File: src/rtl/sseg_scan_ctrl.sv
// sseg_scan_ctrl
//
// Time-multiplexed seven-segment display controller. N_DIGITS packed hex
// digits (plus per-digit decimal points) are scanned onto a shared segment
// bus, one digit per 2^DWELL_BITS clock cycles. The input word is captured
// into shadow registers on the last cycle of each frame, so a frame never
// mixes old and new digits. Optional leading-zero blanking, PWM brightness
// and selectable output polarity are provided.
//
// Parameters:
//   N_DIGITS    number of multiplexed digits (2..8)
//   DWELL_BITS  each digit is selected for 2^DWELL_BITS cycles
//   BRIGHT_BITS brightness resolution (<= DWELL_BITS)
//   ACTIVE_LOW  1: an/sseg are active-low, 0: active-high
//
// Ports:
//   clk         system clock
//   reset       synchronous, active-high reset
//   hex         packed digits, digit k = hex[4k+3:4k], digit 0 rightmost
//   dp          decimal point request per digit, 1 = lit
//   blank_lz    1 = blank leading zeros (shadowed per frame)
//   bright      PWM duty level, sampled every cycle (not shadowed)
//   an          digit enables, one-hot when active
//   sseg        segment bus {dp,g,f,e,d,c,b,a}
//   frame_tick  one-cycle pulse when digit 0 first appears in a frame

module sseg_scan_ctrl #(
    parameter int unsigned N_DIGITS    = 4,
    parameter int unsigned DWELL_BITS  = 18,
    parameter int unsigned BRIGHT_BITS = 4,
    parameter bit          ACTIVE_LOW  = 1'b1
) (
    input  logic                    clk,
    input  logic                    reset,
    input  logic [4*N_DIGITS-1:0]   hex,
    input  logic [N_DIGITS-1:0]     dp,
    input  logic                    blank_lz,
    input  logic [BRIGHT_BITS-1:0]  bright,
    output logic [N_DIGITS-1:0]     an,
    output logic [7:0]              sseg,
    output logic                    frame_tick
);

    localparam int unsigned IDX_BITS = (N_DIGITS > 1) ? $clog2(N_DIGITS) : 1;
    localparam logic [IDX_BITS-1:0] LAST_IDX = IDX_BITS'(N_DIGITS - 1);

    // XOR masks that convert internal "1 = lit" values to pin polarity;
    // they are also the inactive (all-off) pin values.
    localparam logic [N_DIGITS-1:0] AN_OFF   = {N_DIGITS{ACTIVE_LOW}};
    localparam logic [7:0]          SSEG_OFF = {8{ACTIVE_LOW}};

    // ------------------------------------------------------------------
    // Scan counters
    // ------------------------------------------------------------------
    logic [DWELL_BITS-1:0] dwell_cnt;
    logic [IDX_BITS-1:0]   digit_idx;
    logic                  dwell_last;
    logic                  frame_last;

    assign dwell_last = &dwell_cnt;
    assign frame_last = dwell_last && (digit_idx == LAST_IDX);

    always_ff @(posedge clk) begin
        if (reset) begin
            dwell_cnt <= '0;
            digit_idx <= '0;
        end else begin
            dwell_cnt <= dwell_cnt + 1'b1;
            if (dwell_last) begin
                // Explicit wrap so non-power-of-two digit counts have no dead slot.
                digit_idx <= frame_last ? '0 : digit_idx + 1'b1;
            end
        end
    end

    // ------------------------------------------------------------------
    // Frame-synchronous shadow capture
    // ------------------------------------------------------------------
    logic [4*N_DIGITS-1:0] hex_sh;
    logic [N_DIGITS-1:0]   dp_sh;
    logic                  blz_sh;

    always_ff @(posedge clk) begin
        if (reset) begin
            hex_sh <= '0;
            dp_sh  <= '0;
            blz_sh <= 1'b0;
        end else if (frame_last) begin
            hex_sh <= hex;
            dp_sh  <= dp;
            blz_sh <= blank_lz;
        end
    end

    // ------------------------------------------------------------------
    // Leading-zero blanking mask
    // ------------------------------------------------------------------
    // Walk from the most significant digit down: a digit is blanked while
    // it and every digit above it are zero. Digit 0 is never blanked.
    logic [N_DIGITS-1:0] blank_mask;
    logic                zero_run;

    always_comb begin
        blank_mask = '0;
        zero_run   = 1'b1;
        for (int unsigned k = N_DIGITS - 1; k >= 1; k--) begin
            zero_run      = zero_run && (hex_sh[4*k +: 4] == 4'h0);
            blank_mask[k] = blz_sh && zero_run;
        end
    end

    // ------------------------------------------------------------------
    // Current digit selection
    // ------------------------------------------------------------------
    logic [3:0]          cur_nibble;
    logic                cur_dp;
    logic                cur_blank;
    logic [N_DIGITS-1:0] cur_onehot;

    always_comb begin
        cur_nibble = '0;
        cur_dp     = 1'b0;
        cur_blank  = 1'b0;
        cur_onehot = '0;
        for (int unsigned k = 0; k < N_DIGITS; k++) begin
            if (digit_idx == IDX_BITS'(k)) begin
                cur_nibble    = hex_sh[4*k +: 4];
                cur_dp        = dp_sh[k];
                cur_blank     = blank_mask[k];
                cur_onehot[k] = 1'b1;
            end
        end
    end

    // ------------------------------------------------------------------
    // Hex font, segments {g,f,e,d,c,b,a}, 1 = lit
    // ------------------------------------------------------------------
    function automatic logic [6:0] hex_font(input logic [3:0] v);
        logic [6:0] s;
        case (v)
            4'h0:    s = 7'h3F;
            4'h1:    s = 7'h06;
            4'h2:    s = 7'h5B;
            4'h3:    s = 7'h4F;
            4'h4:    s = 7'h66;
            4'h5:    s = 7'h6D;
            4'h6:    s = 7'h7D;
            4'h7:    s = 7'h07;
            4'h8:    s = 7'h7F;
            4'h9:    s = 7'h6F;
            4'hA:    s = 7'h77;
            4'hB:    s = 7'h7C;
            4'hC:    s = 7'h39;
            4'hD:    s = 7'h5E;
            4'hE:    s = 7'h79;
            default: s = 7'h71;
        endcase
        return s;
    endfunction

    // ------------------------------------------------------------------
    // PWM gate: the top BRIGHT_BITS of the dwell counter form a ramp that
    // is compared against bright, giving (bright+1)/2^BRIGHT_BITS duty.
    // ------------------------------------------------------------------
    logic [BRIGHT_BITS-1:0] pwm_top;
    logic                   pwm_on;

    assign pwm_top = dwell_cnt[DWELL_BITS-1 -: BRIGHT_BITS];
    assign pwm_on  = (pwm_top <= bright);

    logic [N_DIGITS-1:0] an_lit;
    logic [7:0]          sseg_lit;

    always_comb begin
        an_lit   = '0;
        sseg_lit = '0;
        if (pwm_on) begin
            an_lit   = cur_onehot;
            sseg_lit = {cur_dp, (cur_blank ? 7'h00 : hex_font(cur_nibble))};
        end
    end

    // ------------------------------------------------------------------
    // Registered outputs
    // ------------------------------------------------------------------
    always_ff @(posedge clk) begin
        if (reset) begin
            an         <= AN_OFF;
            sseg       <= SSEG_OFF;
            frame_tick <= 1'b0;
        end else begin
            an         <= an_lit ^ AN_OFF;
            sseg       <= sseg_lit ^ SSEG_OFF;
            frame_tick <= (digit_idx == '0) && (dwell_cnt == '0);
        end
    end

endmodule
File: config.mk
export PLATFORM = sky130hd
export DESIGN_NAME = sseg_scan_ctrl
export DESIGN_NICKNAME = d
export VERILOG_FILES = /design/src/rtl/sseg_scan_ctrl.sv
export SDC_FILE = /design/constraint.sdc
export NUM_CORES = 1
export LEC_CHECK = 0
export CAP_MARGIN = 10
export CORE_MARGIN = 4
export CORE_UTILIZATION = 40
export CTS_CLUSTER_DIAMETER = 40
export DETAILED_ROUTE_END_ITERATION = 7
export HOLD_SLACK_MARGIN = 0.03
export SLEW_MARGIN = 20
export SYNTH_ARGS = -nofsm -noshare
export SYNTH_HDL_FRONTEND = slang
export SYNTH_SLANG_ARGS = --single-unit
File: constraint.sdc
create_clock -name clk -period 2.75 [get_ports clk]
set_input_delay 0.55 -clock clk [delete_from_list [all_inputs] [get_ports clk]]
set_output_delay 0.55 -clock clk [all_outputs]
set_load 0.01 [all_outputs]
==> results.ini, run 1 <==
[run_status]
outcome=finished, final reports clean

[layout]
drive_above_1_share_pct=7.716
diodes=0
fill_cells=600
nNetsFinal=366
fin_util_pct=50.60
fin_area_um2=3213
syn2layout_area_growth_pct=22.64

[route]
ant_nets=0
via_count=2029
drt_wl_total_mm=5.206
first_pass_iters=5
drt_iter0_drc=95
wire_per_inst_um=12.98
routed_via_density=5.060
remaining_drc_errors=0

[power]
p_leak_nw=1.195
peakVddDrop_mv=0.2550
power.density_nw_per_um2=477.2

[cts]
htree_levels=2
cts_buffers=5
cts_tree=yes
clkTransAtPathRegs_ns=0.10
clk_latency_ns=0.30
cts-root-buf=clkbuf_8
clk_path_buf_depth=2
cts.sinks=54

[yosys]
yosysSeqAreaShare_pct=41.26
ys_async_sr_fraction_pct=0
syn_area_um2=2620
syn-num-nets=326
yosysTopAreaCell=dfxtp_1
synth.most_common_cell=dfxtp_1
synth_commonest_cells=dfxtp_1 (54), nor2_1 (45), mux2i_1 (23), inv_1 (17), nand2_1 (17)
avgSynthCellArea_um2=9.258
synth_cells=283
yosysWarnings=0
synth_ff_type=dfxtp_1
synth_top_area_share_pct=41.26
synthTopCellsByArea=dfxtp_1 (41%), mux2i_1 (8.8%), ha_1 (7.6%), nor2_1 (6.4%), a21oi_1 (3.1%)
ys_types=42
synth_seq_cells=54
synth-edff-count=0

[min_path]
hold_path_class=flip-flop to flip-flop

[placed_design]
pre_cts_ws_ns=0.2441
io_buffers=39
hpwl_mm=3.956
dpl_cell_area_um2=3065
place_congestion=0.7589

[critical_path]
cp.arrival_ns=2.65
critPathMaxFanout=12
cp-startpoint=digit_idx[0]
r2r-start=digit_idx[0]
cp.required_ns=2.95
critPathMaxStageDelay_ns=0.40
path_cells=inv_1, ha_1, a21oi_1, a221oi_1, nor2_1, inv_1, ha_1, mux2_2, a22oi_1, nand2_1
ff2ff_path_depth=10
end_kind=flip-flop
cp.depth=10
slowest_stage=dfxtp_1
worst_path_dominant_cell_family=adder cells
cp-start-kind=flip-flop
path_buf_inv=2
r2r-end=sseg[6]
ff2ff_setup_slack_ns=0.30
cp-endpoint=sseg[6]
crit_type=flip-flop to flip-flop

[sta]
slew_violations=0
clock.fmax_mhz=408.1
layout_setup_ws_ns=0.2994
rsz0062_at_grt=no
skew_ns=0.01078
fin_setup_tns_ns=0
timing.hold.ws_ns=0.4827
timing.final.crit_share_pct=89.11
finalSetupViolations=0
period_needed_ns=2.451
slew_headroom_pct=59.17
tightest_slew_ns=0.6069
finalHoldViolCount=0

[die]
coreArea_um2=6350
die_h_um=88.93
die_w_um=88.93
num_rows=29
initial_core_util_pct=41.26
ios=40
die-area_um2=7909

[global_route]
antenna_found_initial=0
track_usage_pct=14.07
globalRouteOverflowTotal=0
grt_max_degree=24
grt_pass1_wl_mm=8.921
grt_pass1_vias=1913

[job]
max_cap_violations=0

==> worst reg2reg max path, cell delays in order, from the launching register on <==
cell and delay, ns:
dfxtp_1 0.40, inv_1 0.10, ha_1 0.35, a21oi_1 0.19, a221oi_1 0.11, nor2_1 0.31, inv_1 0.15, ha_1 0.25
mux2_2 0.27, a22oi_1 0.18, nand2_1 0.07
==> area by class of cell <==
cell class              instances  area (µm²)  area share (%)
multi-input cells             199        1386           43.15
flip-flops and latches         54        1081           33.64
repair buffers                 46       442.9           13.79
well taps                      77       96.34           2.998
clock buffers                   6       82.58           2.570
inverters                      17       63.81           1.986
clock inverters                 2       60.06           1.869
==> logic make-up (layout without fill, tap and decap cells) <==
family / Yosys count / in the layout / synth area share (%)
flops: 54 / 54 / 41.26
compound gates: 37 / 37 / 9.026
mux: 25 / 25 / 9.647
simple gates: 107 / 107 / 21.73
xor+xnor: 14 / 14 / 4.680
buf+inv: 30 / 71 / 6.017
fa+ha+maj: 16 / 16 / 7.641
==> metrics by stage <==
stage               power (mW)  instances
finish                   1.533        401
global placement        0.9163        393
floorplan               0.8513        283
detailed placement      0.9162        393
global route             1.594        401
CTS                      1.555        401
==> state kept, by name, indices dropped and copies added, names as in the netlist <==
register,cells
hex_sh,16
digit_idx,2
an,4
dp_sh,4
sseg,8
dwell_cnt,18
blz_sh,1
frame_tick,1
==> placed cells by master, fill, tap and decap left out, types with 2 or more instances in the layout <==
| cell | count |
|---|---|
| dfxtp_1 | 54 |
| nor2_1 | 45 |
| clkdlybuf4s50_1 | 39 |
| mux2i_1 | 23 |
| inv_1 | 17 |
| nand2_1 | 17 |
| a21oi_1 | 16 |
| ha_1 | 16 |
| xor2_1 | 8 |
| nand3_1 | 7 |
| buf_4 | 7 |
| xnor2_1 | 6 |
| clkbuf_8 | 6 |
| nand3b_1 | 5 |
| o21ai_0 | 5 |
| nor4_1 | 5 |
| and3_1 | 4 |
| o211ai_1 | 4 |
| nor3b_1 | 4 |
| nor2b_1 | 3 |
| a211oi_1 | 3 |
| a221oi_1 | 2 |
| nand3_4 | 2 |
| and4_1 | 2 |
| mux2_2 | 2 |
| nand4_1 | 2 |
| nor4b_1 | 2 |
| or3_1 | 2 |
| bufinv_16 | 2 |
==> worst min path at each step <==
stage	from	endpoint	slack, ns	cells past startpoint
6_report	dwell_cnt[0]	dwell_cnt[0]	0.48	1
4_1_cts	dwell_cnt[0]	dwell_cnt[0]	0.49	1
5_1_grt	dwell_cnt[0]	dwell_cnt[0]	0.54	1
2_1_floorplan	dwell_cnt[0]	dwell_cnt[0]	0.44	1
3_3_place_gp	dwell_cnt[0]	dwell_cnt[0]	0.46	1
3_5_place_dp	dwell_cnt[0]	dwell_cnt[0]	0.47	1
==> power breakdown <==
group / internal [mW] / switching [mW]
logic: 0.0607 / 0.0352
registers: 0.793 / 0.00656
clock network: 0.388 / 0.249
total: 1.24 / 0.291
==> metal layers <==
metal  GRT usage, %  vias up  part of all wire (%)
met5              0        -                     0
met4          4.060        0                  0.69
met3          2.488        2                   4.1
met2          23.41       31                    48
met1          18.79      949                    47
li1               -     1047                     -
==> timing repair <==
action,CTS,global route
endpoints found under the hold margin,0,0
setup buffers,0,0
resized for setup,0,1
setup endpoints to repair,0,1
hold buffers,0,0
Note: power is estimated with default switching activity, not from simulation.
==> run 2, diff against run 1 <==
- GPL_ROUTABILITY_DRIVEN: default -> 0
- SLEW_MARGIN: 20 -> default
- clock period: 2.75 -> 2.3 ns (I/O delays scaled with it)
==> run 2 against run 1 <==
Effect of this change:
- die area unchanged
- power up 11%
- global-route usage down 0.054 points
- core utilization up 0.91 points
- critical path type unchanged
- critical endpoint unchanged
- highest routed layer unchanged
==> results.ini, run 2 (same netlist as run 1, synthesis figures left out) <==
[power]
power.density_nw_per_um2=518.8
peakVddDrop_mv=0.3230
p_leak_nw=1.217

[route]
maxUsedRoutingLayer=met4
routed-wl-met3_um=195
via_count=2025
wl_met1_mm=2.455
wire_per_inst_um=12.84
remaining_drc_errors=0
routed_via_density=4.951
drt_wl_total_mm=5.252
ant_nets=0
wl_met2_mm=2.545
first_pass_iters=4
drt_iter0_drc=85

[critical_path]
cp-endpoint=sseg[6]
r2r-start=digit_idx[0]
critPathMaxFanout=12
end_kind=flip-flop
ff2ff_path_depth=8
crit_type=flip-flop to flip-flop
cp.arrival_ns=2.37
cp.required_ns=2.50
cp-start-kind=flip-flop
ff2ff_setup_slack_ns=0.13
r2r-end=sseg[6]
cp-startpoint=digit_idx[0]

[sta]
rsz0062_at_grt=no
finalHoldViolCount=0
timing.hold.ws_ns=0.4889
skew_ns=0.009855
slew_violations=0
tightest_slew_ns=0.6186
timing.final.crit_share_pct=94.26
finalSetupViolations=0
slew_headroom_pct=58.38
clock.fmax_mhz=461.3
fin_setup_tns_ns=0
layout_setup_ws_ns=0.1320
period_needed_ns=2.168

[cts]
cts-root-buf=clkbuf_8
cts_buffers=5
clk_latency_ns=0.30
cts_tree=yes
clk_path_buf_depth=2
hold_buffers=0
cts.sinks=54
clkTransAtPathRegs_ns=0.10
htree_levels=2

[global_route]
globalRouteOverflowTotal=0
antenna_found_initial=0
grt_max_degree=23
grt_pass1_wl_mm=8.721
track_usage_pct=14.02
grt_pass1_vias=1906

[layout]
nNetsFinal=374
top_register=dwell_cnt
largest_reg_flops=18
diodes=0
syn2layout_area_growth_pct=24.83
layout_common_cells=dfxtp_1 (53), nor2_1 (45), clkdlybuf4s50_1 (39)
layout.cells.non_filler=409
mostFrequentLayoutCell=dfxtp_1
fill_cells=595
fin_area_um2=3271
drive_above_1_share_pct=10.54
top_regs=dwell_cnt (18), hex_sh (16), sseg (8)

[placed_design]
dpl_cell_area_um2=3131
post-place-cells=400
hpwl_mm=3.981
pre_cts_ws_ns=0.02576
io_buffers=39

[run_status]
outcome=finished, final reports clean

[die]
die-area_um2=7909
die_w_um=88.93
initial_core_util_pct=41.26
num_rows=29
ios=40
die_h_um=88.93
coreArea_um2=6350

[job]
max_cap_violations=0

[min_path]
hold_path_class=flip-flop to flip-flop

run 2: repair_timing:
| action | CTS | global route |
|---|---|---|
| resized for setup | 0 | 6 |
| setup endpoints to repair | 0 | 6 |
| setup buffers | 0 | 1 |
run 2: layout make-up:
| cell class | count | area, µm² | area share (%) |
|---|---|---|---|
| inverter | 17 | 63.81 | 1.951 |
| tap | 77 | 96.34 | 2.946 |
| clock buffer | 6 | 72.57 | 2.219 |
| timing repair buffer | 54 | 515.5 | 15.76 |
| clock inverter | 2 | 37.54 | 1.148 |
| multi-input combinational | 199 | 1400 | 42.81 |
| sequential | 54 | 1085 | 33.17 |
run 2: worst min-delay path by stage:
stage,to,startpoint,slack [ns],depth (start not counted)
global placement,dwell_cnt[0],dwell_cnt[0],0.46,1
finish,dwell_cnt[0],dwell_cnt[0],0.49,1
floorplan,dwell_cnt[0],dwell_cnt[0],0.44,1
detailed placement,dwell_cnt[0],dwell_cnt[0],0.48,1
CTS,dwell_cnt[0],dwell_cnt[0],0.50,1
global route,dwell_cnt[0],dwell_cnt[0],0.53,1
run 2: power by group:
| part | switching (mW) | internal (mW) | total (mW) |
|---|---|---|---|
| registers | 0.00825 | 0.947 | 0.956 |
| clock network | 0.302 | 0.325 | 0.627 |
| logic | 0.0418 | 0.0725 | 0.114 |
| total | 0.352 | 1.35 | 1.70 |
run 2: layer usage:
layer,up-vias,global-route usage (%)
met2,26,23.82
met1,927,17.81
met3,5,3.226
met5,-,0
li1,1067,-
met4,0,4.060
run 2: worst max-delay path, cell delays in order, from the launching register on:
cell     delay, ns
dfxtp_4       0.37
ha_1          0.35
and2_1        0.23
nor2_1        0.23
inv_1         0.13
ha_1          0.24
mux2_2        0.27
a22oi_1       0.18
nand2_1       0.07
run 2: stage by stage:
step,total power [mW],util [%]
4_1_cts,1.721,51.03
3_5_place_dp,1.095,49.30
2_1_floorplan,1.018,-
5_1_grt,1.774,51.51
6_report,1.697,51.51
3_3_place_gp,1.096,49.30
==> run 3, diff against run 2 <==
- CTS_CLUSTER_SIZE: default -> 28
==> results of run 3 <==
Same layout as run 2: the final DEF is identical, and so are final timing and power.
